File: src/rtl/ysyx_22040125_stall_ctrl.sv
// ysyx_22040125_stall_ctrl
//
// Pipeline interlock generator for the 5-stage RV64 core. It detects
// load-use hazards and waits for multi-cycle mul/div results and
// data-memory accesses. Branch flushes are held back behind those waits.
//
// Ports:
//   clk, rst_n           core clock, asynchronous active-low reset
//   id_rs1/2, *_used     source registers of the ID instruction
//   ex_rd, ex_mem_read,
//   ex_reg_wen           destination/load info of the EX instruction
//   md_start, md_done    mul/div issue pulse and result-valid strobe
//   mem_req, mem_ready   data-memory access request and completion
//   branch_flush         taken branch/jump resolved in EX (pulse)
//   stall                freeze PC, IF/ID, ID/EX and EX
//   bubble               load ID/EX with a NOP
//   flush                squash IF/ID and ID/EX
//   perf_stall_cnt       stalled-cycle counter (YSYX_22040125_STALL_PERF_EN only)
//
// Configuration macro: YSYX_22040125_STALL_PERF_EN adds the perf counter.

module ysyx_22040125_stall_ctrl (
  input  logic        clk,
  input  logic        rst_n,
  input  logic [4:0]  id_rs1,
  input  logic [4:0]  id_rs2,
  input  logic        id_rs1_used,
  input  logic        id_rs2_used,
  input  logic [4:0]  ex_rd,
  input  logic        ex_mem_read,
  input  logic        ex_reg_wen,
  input  logic        md_start,
  input  logic        md_done,
  input  logic        mem_req,
  input  logic        mem_ready,
  input  logic        branch_flush,
  output logic        stall,
  output logic        bubble,
`ifdef YSYX_22040125_STALL_PERF_EN
  output logic        flush,
  output logic [31:0] perf_stall_cnt
`else
  output logic        flush
`endif
);

  // State is the pair {md_busy, mem_busy}; each flag tracks one outstanding wait.
  localparam logic [1:0] RUN       = 2'b00;
  localparam logic [1:0] MEM_WAIT  = 2'b01;
  localparam logic [1:0] MD_WAIT   = 2'b10;
  localparam logic [1:0] BOTH_WAIT = 2'b11;

  logic [1:0] state;
  logic       flush_pend;

  logic       mem_busy;
  logic       md_busy;
  logic       lu;
  logic       lu_eff;
  logic       mem_hold;
  logic       md_hold;
  logic       hard;

  assign mem_busy = (state == MEM_WAIT) | (state == BOTH_WAIT);
  assign md_busy  = (state == MD_WAIT)  | (state == BOTH_WAIT);

  // Load-use hazard: the ID instruction reads a register the EX load is about to write.
  assign lu = ex_mem_read & ex_reg_wen & (ex_rd != 5'd0) &
              ((id_rs1_used & (id_rs1 == ex_rd)) |
               (id_rs2_used & (id_rs2 == ex_rd)));

  // A wait starts on the request itself, so a same-cycle completion never stalls.
  assign mem_hold = (mem_busy | mem_req)  & ~mem_ready;
  assign md_hold  = (md_busy  | md_start) & ~md_done;
  assign hard     = mem_hold | md_hold;

  // The ID instruction is being killed, so its load-use stall is pointless.
  assign lu_eff = lu & ~branch_flush & ~flush_pend;

  // Outputs are gated by rst_n so they read 0 throughout reset.
  assign stall  = rst_n & (hard | lu_eff);
  assign bubble = rst_n & lu_eff & ~hard;
  assign flush  = rst_n & (branch_flush | flush_pend) & ~hard;

  // A flush that arrives during a hard wait is remembered until the wait
  // ends; it is cleared in the first cycle without hard, which is exactly
  // the cycle flush is issued.
  always_ff @(posedge clk or negedge rst_n) begin
    if (!rst_n) begin
      state      <= RUN;
      flush_pend <= 1'b0;
    end else begin
      state      <= {md_hold, mem_hold};
      flush_pend <= hard & (flush_pend | branch_flush);
    end
  end

`ifdef YSYX_22040125_STALL_PERF_EN
  // Free-running stalled-cycle counter; wraps naturally at 32 bits.
  always_ff @(posedge clk or negedge rst_n) begin
    if (!rst_n) begin
      perf_stall_cnt <= 32'd0;
    end else if (stall) begin
      perf_stall_cnt <= perf_stall_cnt + 32'd1;
    end
  end
`endif

endmodule

File: config.mk
export PLATFORM = sky130hd
export DESIGN_NAME = ysyx_22040125_stall_ctrl
export DESIGN_NICKNAME = d
export VERILOG_FILES = /design/src/rtl/ysyx_22040125_stall_ctrl.sv
export SDC_FILE = /design/constraint.sdc
export NUM_CORES = 1
export LEC_CHECK = 0
export CORE_AREA = 4 4 41 43
export DETAILED_ROUTE_END_ITERATION = 8
export DIE_AREA = 0 0 45 47
export PLACE_DENSITY = 0.65
export REMOVE_ABC_BUFFERS = 1
export SYNTH_ARGS = -nofsm -noshare
export SYNTH_HDL_FRONTEND = slang
export SYNTH_SLANG_ARGS = --single-unit
File: constraint.sdc
create_clock -name clk -period 1.4 [get_ports clk]
set_input_delay 0.14 -clock clk [delete_from_list [all_inputs] [get_ports clk]]
set_output_delay 0.14 -clock clk [all_outputs]
set_load 0.01 [all_outputs]
Yosys cells after proc, flatten, opt, wreduce, memory -nomap -nowiden
Index checks and enable logic that the tools add are counted.
Storage, ports and cells
  register bits: 3
  bits of input ports: 26
  output and inout bits: 3
  logic and storage cells: 36
Operators by class
  equality and inequality tests: 5
  bitwise gates (word level): 28
  reductions and logical operators: 1
Operators with widths (number)
  $and A1 B1 Y1: 15
  $eq A5 B5 Y1: 2
  $or A1 B1 Y1: 8
  $not A1 Y1: 5
  $reduce_bool A5 Y1: 1
  $eq A2 B2 Y1 const B: 2
  $eq A2 B1 Y1 const B: 1

Logic depth before layout (Yosys ltp)
Gate-level depths: netlist of the first run.
  word-level depth: 8
  depth in mapped cells: 4
  gate-level depth less buffers: 4

Worst setup path after synthesis of the first run
No wires, ideal clock.
  path type: reg2out
  from: reg state[0]
  to: out bubble
  arrival: 1.089 ns
  required time: 1.260 ns
  setup slack: 0.171 ns
  stages on the path, launching flop included: 5
  path buffers: 0
  path through: dfrtp_1 > o21ba_2 > nor2_1 > nand2_1 > nor4b_2
Between the ends
  longest elaborated chain between the ends: 7
  elaborated cells on any way between the ends: 12
  classes of those cells: 3 x eq/ne; 9 x bitwise
Ends and longest elaborated chain
  start, declared: line 53  | logic [1:0] state;
  start signal, assigned: line 93  | state <= {md_hold, mem_hold};
  $eq A2 B1 Y1 / $eq A2 B2 Y1 (equally long branches): line 64  | assign mem_busy = (state == MEM_WAIT) | (state == BOTH_WAIT);
  $or A1 B1 Y1 (*): line 64
  $or A1 B1 Y1 (*): line 73  | assign mem_hold = (mem_busy | mem_req) & ~mem_ready;
  $and A1 B1 Y1 (*): line 73
  net mem_hold: line 60  | logic mem_hold;
  $or A1 B1 Y1 (*): line 75  | assign hard = mem_hold | md_hold;
  $not A1 Y1 (*): line 82  | assign bubble = rst_n & lu_eff & ~hard;
  $and A1 B1 Y1 (*): line 82
  end, declared: line 38  | output logic bubble,
The timed path passes the listed nets; every way through them passes the cells marked *.

Worst setup path in the final report of the first run
  from: in ex_rd[0]
  to: out bubble
Between the ends
  longest elaborated chain between the ends: 8
  elaborated cells on any way between the ends: 12
  classes of those cells: 2 x eq/ne; 9 x bitwise; 1 x reduce/logical
Ends and longest elaborated chain
  start, declared: line 29  | input logic [4:0] ex_rd,
  $eq A5 B5 Y1, on equally long branches: line 69, 70
  $and A1 B1 Y1, on equally long branches: line 69, 70
  $or A1 B1 Y1: line 69  | ((id_rs1_used & (id_rs1 == ex_rd)) |
  $and A1 B1 Y1 (*): line 68  | assign lu = ex_mem_read & ex_reg_wen & (ex_rd != 5'd0) &
  $and A1 B1 Y1 (*) (2 in a row): line 78  | assign lu_eff = lu & ~branch_flush & ~flush_pend;
  $and A1 B1 Y1 (*) (2 in a row): line 82
Mark *: on every way between the ends. The rest lies on a longest branch, timed or not.

==> results.toml, run 1 <==
[timing]
timing.slew.headroom_pct = 76.5
final.setup_skew_ns = 0.00893
rsz0062_at_grt = "yes"
fmax_mhz = 641
slew_violations = 0
fin_crit_sh_pct = 111
timing.final.hold_violations = 0
finalSetupViolCount = 3
finalWorstSetupSlack_ns = -0.160
fin_setup_tns_ns = -0.196
fin_crit_ns = 1.56
worst_pin_slew_ns = 0.350

[cts]
clk_pin_slew_worst_paths_ns = 0.03
cts-root-buf = "clkbuf_4"
cts.path.max_buffers = 2
clock_latency_ns = 0.24
numClockSinks = 3
cts_buffers = 3
cts-htree-levels = 1
cts_tree = "built"

[finish]
layout-area-overhead-vs-synth_pct = 161
diodes = 0
drive_gt1_share_pct = 51.9
final_common_cell = "buf_4"
nets = 104
final_area_um2 = 743
most-common-layout-cells = "buf_4, clkdlybuf4s50_1, xor2_1"

[setup_path]
r2r_start = "state[1]"
path_cells = "clkdlybuf4s15_1, xor2_1, nor4_1, a32oi_2, nor4b_2, buf_2"
required_ns = 1.26
crit_family = "simple AND/OR/NAND/NOR gates"
cp-start-kind = "input pin"
cp.depth = 6
critPathBufInv = 2
max_stage_delay_ns = 0.37
startpoint = "ex_rd[0]"
arrival_ns = 1.42
end_kind = "output pin"
ff2ff_path_depth = 9
cp_max_fo = 2
critPathSlowestCell = "nor4_1"
path_class = "in2out"

[power_and_ir_drop]
leakagePower_nw = 0.375
power_density_nw_per_um2 = 585
worst_ir_drop_vdd_v = 0.000228
power.total_mw = 0.435

[synthesis]
yosysTopAreaCellShare_pct = 26.3
yosys_warnings = 0
synth_cells = 31
yosys-top-cells-area = "dfrtp_1, xor2_1, o21ba_2"
synth_cell_types = 15
synth_seq_cells = 3
netlist_area_um2 = 285
syn_area_per_cell_um2 = 9.20
yosysSeqAreaShare_pct = 26.3
synth_top_area_cell = "dfrtp_1"

[global_routing]
overflow = 0
antenna_found_initial = 0
grt_pass1_wl_um = 1590
grt_pass1_vias = 414
grt_max_degree = 6
track_usage_pct = 10.6

[floorplanning]
core_area_um2 = 1300
rows = 13
die_y_um = 47
io_pins = 29
dieWidth_um = 45
dieArea_um2 = 2120
initial_utilization_pct = 21.9

[placement]
portBuffers = 28
gp_congestion = 0.665
hpwl_um = 779
place_area_um2 = 629

[detailed_routing]
finalWirelength_um = 1010
num_vias = 387
wl_per_cell_um = 11.0
drc = 0
drt_pass1_iterations = 1
viasPerCell = 4.21
ant_nets = 0
dr.first_iter.drc_count = 0

[run_status]
status = "complete, but fails checks"
violations = "setup timing"

[min_path]
hp-start = "md_done"
min_path_type = "in2reg"
hold_depth = 2

[flow_run]
maxCapViolCount = 0
## flip-flops by register name, indices dropped and copies added (netlist names)
| signal | cells |
|---|---|
| flush_pend | 1 |
| state | 2 |
## metrics by stage
stage          setup WS, ns  utilization [%]  hold WS (ns)  instances
6_report             -0.160             57.1         0.213         92
5_1_grt              -0.264             57.1         0.219         92
4_1_cts              -0.135             53.0         0.227         90
3_5_place_dp         -0.847             48.4         0.445         80
3_3_place_gp         -0.854             48.4         0.458         80
2_1_floorplan         0.171                -        -0.156         31
## power breakdown
part / total, mW / internal [mW] / switching (mW)
logic: 0.185 / 0.119 / 0.0652
clock network: 0.153 / 0.107 / 0.0462
registers: 0.0975 / 0.0943 / 0.00314
total: 0.435 / 0.320 / 0.115
## layout make-up
class                      count  area (µm²)
multi-input combinational     28         264
tap                           15        18.8
fill                         136         558
clock buffer                   4        26.3
sequential                     3        75.1
timing repair buffer          42         359
## final timing paths
check                      slack (ns)          to
setup / recovery                -0.16      bubble
hold / removal                   0.21    state[1]
setup reg to reg                 0.04  flush_pend
hold reg to reg                  0.53    state[1]
max in group asynchronous        1.04    state[1]
min in group asynchronous        0.24  flush_pend
## cells in the mapped netlist (all sizes together)
master	count
dfrtp	3
nand3b	1
a32oi	1
xnor2	2
o21ba	2
xor2	8
or4	1
o21ai	2
and3	1
nor4b	1
nor4	2
nor2	5
nand2	1
and2	1
## worst reg2reg max path: cells and delay by family (launching register included)
family / cells / cell delay [ns]
AOI/OAI and AO/OA: 1 / 0.16
and+or+nand+nor: 2 / 0.11
DFF: 1 / 0.33
buffers and inverters: 6 / 0.72
## per-layer routing
layer | wire (µm) | GRT usage, %
met5 | 0 | 0
met4 | 0 | 10.5
met3 | 143 | 2.68
met2 | 532 | 17.8
met1 | 335 | 10.5
## timing repair
action | 4_1_cts | 5_1_grt
endpoints found under the setup margin | 3 | 4
gates cloned | 0 | 0
setup buffers | 6 | 2
resized for setup | 38 | 26
hold buffers | 0 | 0
pin swaps | 9 | 9
endpoints found under the hold margin | 0 | 0
## cells by family after synthesis
kind of cell / count (synthesis) / share of synthesized area, %
flip-flops: 3 / 26.3
XOR/XNOR: 10 / 30.7
AND/OR/NAND/NOR: 13 / 29.4
AO/OA/AOI/OAI: 5 / 13.6
Power figures use the tool's default switching activity.
==> run 2: changes to the inputs <==
Settings changed: CORE_AREA 4 4 41 43 to 10 10 47 49, DIE_AREA 0 0 45 47 to 0 0 57 59.
==> run 2 against run 1 <==
- die area rose by 59%
- largest cell class unchanged
- highest routed layer is now met4
- combinational power fell by 11%
- hold slack improved by 0.13 ns
- setup slack improved by 0.046 ns
- clock skew fell by 0.0062 ns
- first-iteration DRC count did not move
- wire length rose by 12%
- final cell count fell by 4.3%
- sequential share of layout area rose by 0.65 points
- the flow still finishes with violations (setup timing)
- utilization fell by 7.3 points
- via count fell by 1.8%
==> results.toml, run 2 (same netlist as run 1, synthesis figures left out) <==
[cts]
clock_latency_ns = 0.23
cts-root-buf = "clkbuf_4"
ctsHoldBuffers = 0
cts_buffers = 3
cts-htree-levels = 1
clk_pin_slew_worst_paths_ns = 0.04
cts.path.max_buffers = 2
numClockSinks = 3
cts_tree = "built"

[floorplanning]
die_y_um = 59
dieWidth_um = 57
initial_utilization_pct = 20.4
dieArea_um2 = 3360
rows = 14
core_area_um2 = 1400
io_pins = 29

[timing]
fin_crit_sh_pct = 108
fmax_mhz = 661
final.setup_skew_ns = 0.00276
finalWorstSetupSlack_ns = -0.113
rsz0062_at_grt = "yes"
fin_crit_ns = 1.51
fin_setup_tns_ns = -0.149
finalSetupViolCount = 3
timing.slew.headroom_pct = 83.2
worst_pin_slew_ns = 0.250
timing.final.hold_violations = 0
slew_violations = 0
fin_hold_ws_ns = 0.343

[setup_path]
cp-start-kind = "register"
end_kind = "output pin"
cp_max_fo = 2
ff2ff_path_depth = 3
path_class = "reg2out"
r2r_start = "state[0]"
rrSetupSlack_ns = 0.55
required_ns = 1.26
regToRegEndpoint = "flush_pend"
arrival_ns = 1.37

[run_status]
violations = "setup timing"
status = "complete, but fails checks"

[finish]
ff_latch_area_um2 = 75.1
most-common-layout-cells = "clkdlybuf4s50_1, xor2_1, buf_4"
nets = 99
fillers = 151
final_common_cell = "clkdlybuf4s50_1"
drive_gt1_share_pct = 41.7
multi_input_area_um2 = 260
post-route-util_pct = 49.8
final_area_um2 = 698
largest-register = "state"
reg_top3 = "state x2, flush_pend x1"
layout-area-overhead-vs-synth_pct = 145
largest_reg_flops = 2
diodes = 0

[flow_run]
maxCapViolCount = 0

[min_path]
min_path_type = "in2async"

[global_routing]
antenna_found_initial = 0
grt_pass1_wl_um = 1880
overflow = 0
track_usage_pct = 7.08
grt_pass1_vias = 441
grt_max_degree = 4

[placement]
gp_congestion = 0.717
place_area_um2 = 638
hpwl_um = 960
dp_slack_ns = -0.858
portBuffers = 28

[power_and_ir_drop]
worst_ir_drop_vdd_v = 0.000257
power_density_nw_per_um2 = 589
leakagePower_nw = 0.315

[detailed_routing]
dr.first_iter.drc_count = 0
drc = 0
drt_pass1_iterations = 1
ant_nets = 0
num_vias = 380
viasPerCell = 4.32
wl_per_cell_um = 12.9
finalWirelength_um = 1130
==> run 2: cell count changes in the layout (fill, tap and decap cells not counted), sizes merged <==
cell,change
dlymetal6s2s,-4
dlygate4sd2,+4
clkbuf,-3
clkdlybuf4s50,+3
buf,-3
clkdlybuf4s15,-2
==> run 2: layout make-up <==
class                      count  area share (%)
timing repair buffer          37            45.3
tap                           16            2.87
multi-input combinational     28            37.3
sequential                     3            10.8
clock buffer                   4            3.76
==> run 2: worst max-delay path: stages (launching register included) <==
cell and delay [ns]:
dfrtp_1 0.37, o21ba_4 0.20, nor2_4 0.11, nand2_2 0.06
nor4b_2 0.23, buf_2 0.17
==> run 2: per-stage QoR <==
| stage | cells | total power, mW |
|---|---|---|
| floorplan | 31 | 0.143 |
| global placement | 82 | 0.253 |
| detailed placement | 82 | 0.254 |
| CTS | 88 | 0.414 |
| global route | 88 | 0.443 |
| finish | 88 | 0.411 |
==> run 2: timing repair <==
| action | in CTS | in global routing |
|---|---|---|
| gates resized for setup | 50 | 7 |
| pin swaps | 12 | 5 |
| buffers inserted | 2 | 0 |
| setup endpoints to repair | 3 | 3 |
==> run 2: power by group <==
group	switching (mW)	internal, mW	total (mW)
sequential	0.00345	0.0943	0.0978
combinational	0.0613	0.103	0.164
clock	0.0423	0.107	0.149
==> run 2: worst max path at each step <==
stage                         from  depth (start not counted)  endpoint
final                     state[0]                          5    bubble
after global routing      state[0]                          5    bubble
after CTS                 state[0]                          5    bubble
after detailed placement  ex_rd[2]                          6    bubble
after global placement    ex_rd[2]                          6    bubble
after floorplan           state[0]                          4    bubble
==> run 2: per-layer routing <==
metal,GRT usage [%],part of all wire [%],wire length (µm),vias to the layer above
met2,10.4,43,488,23
met3,4.94,14,164,2
met1,7.35,42,472,163
li1,-,-,-,192
met4,4.03,0.62,7,0
met5,0,0,0,-
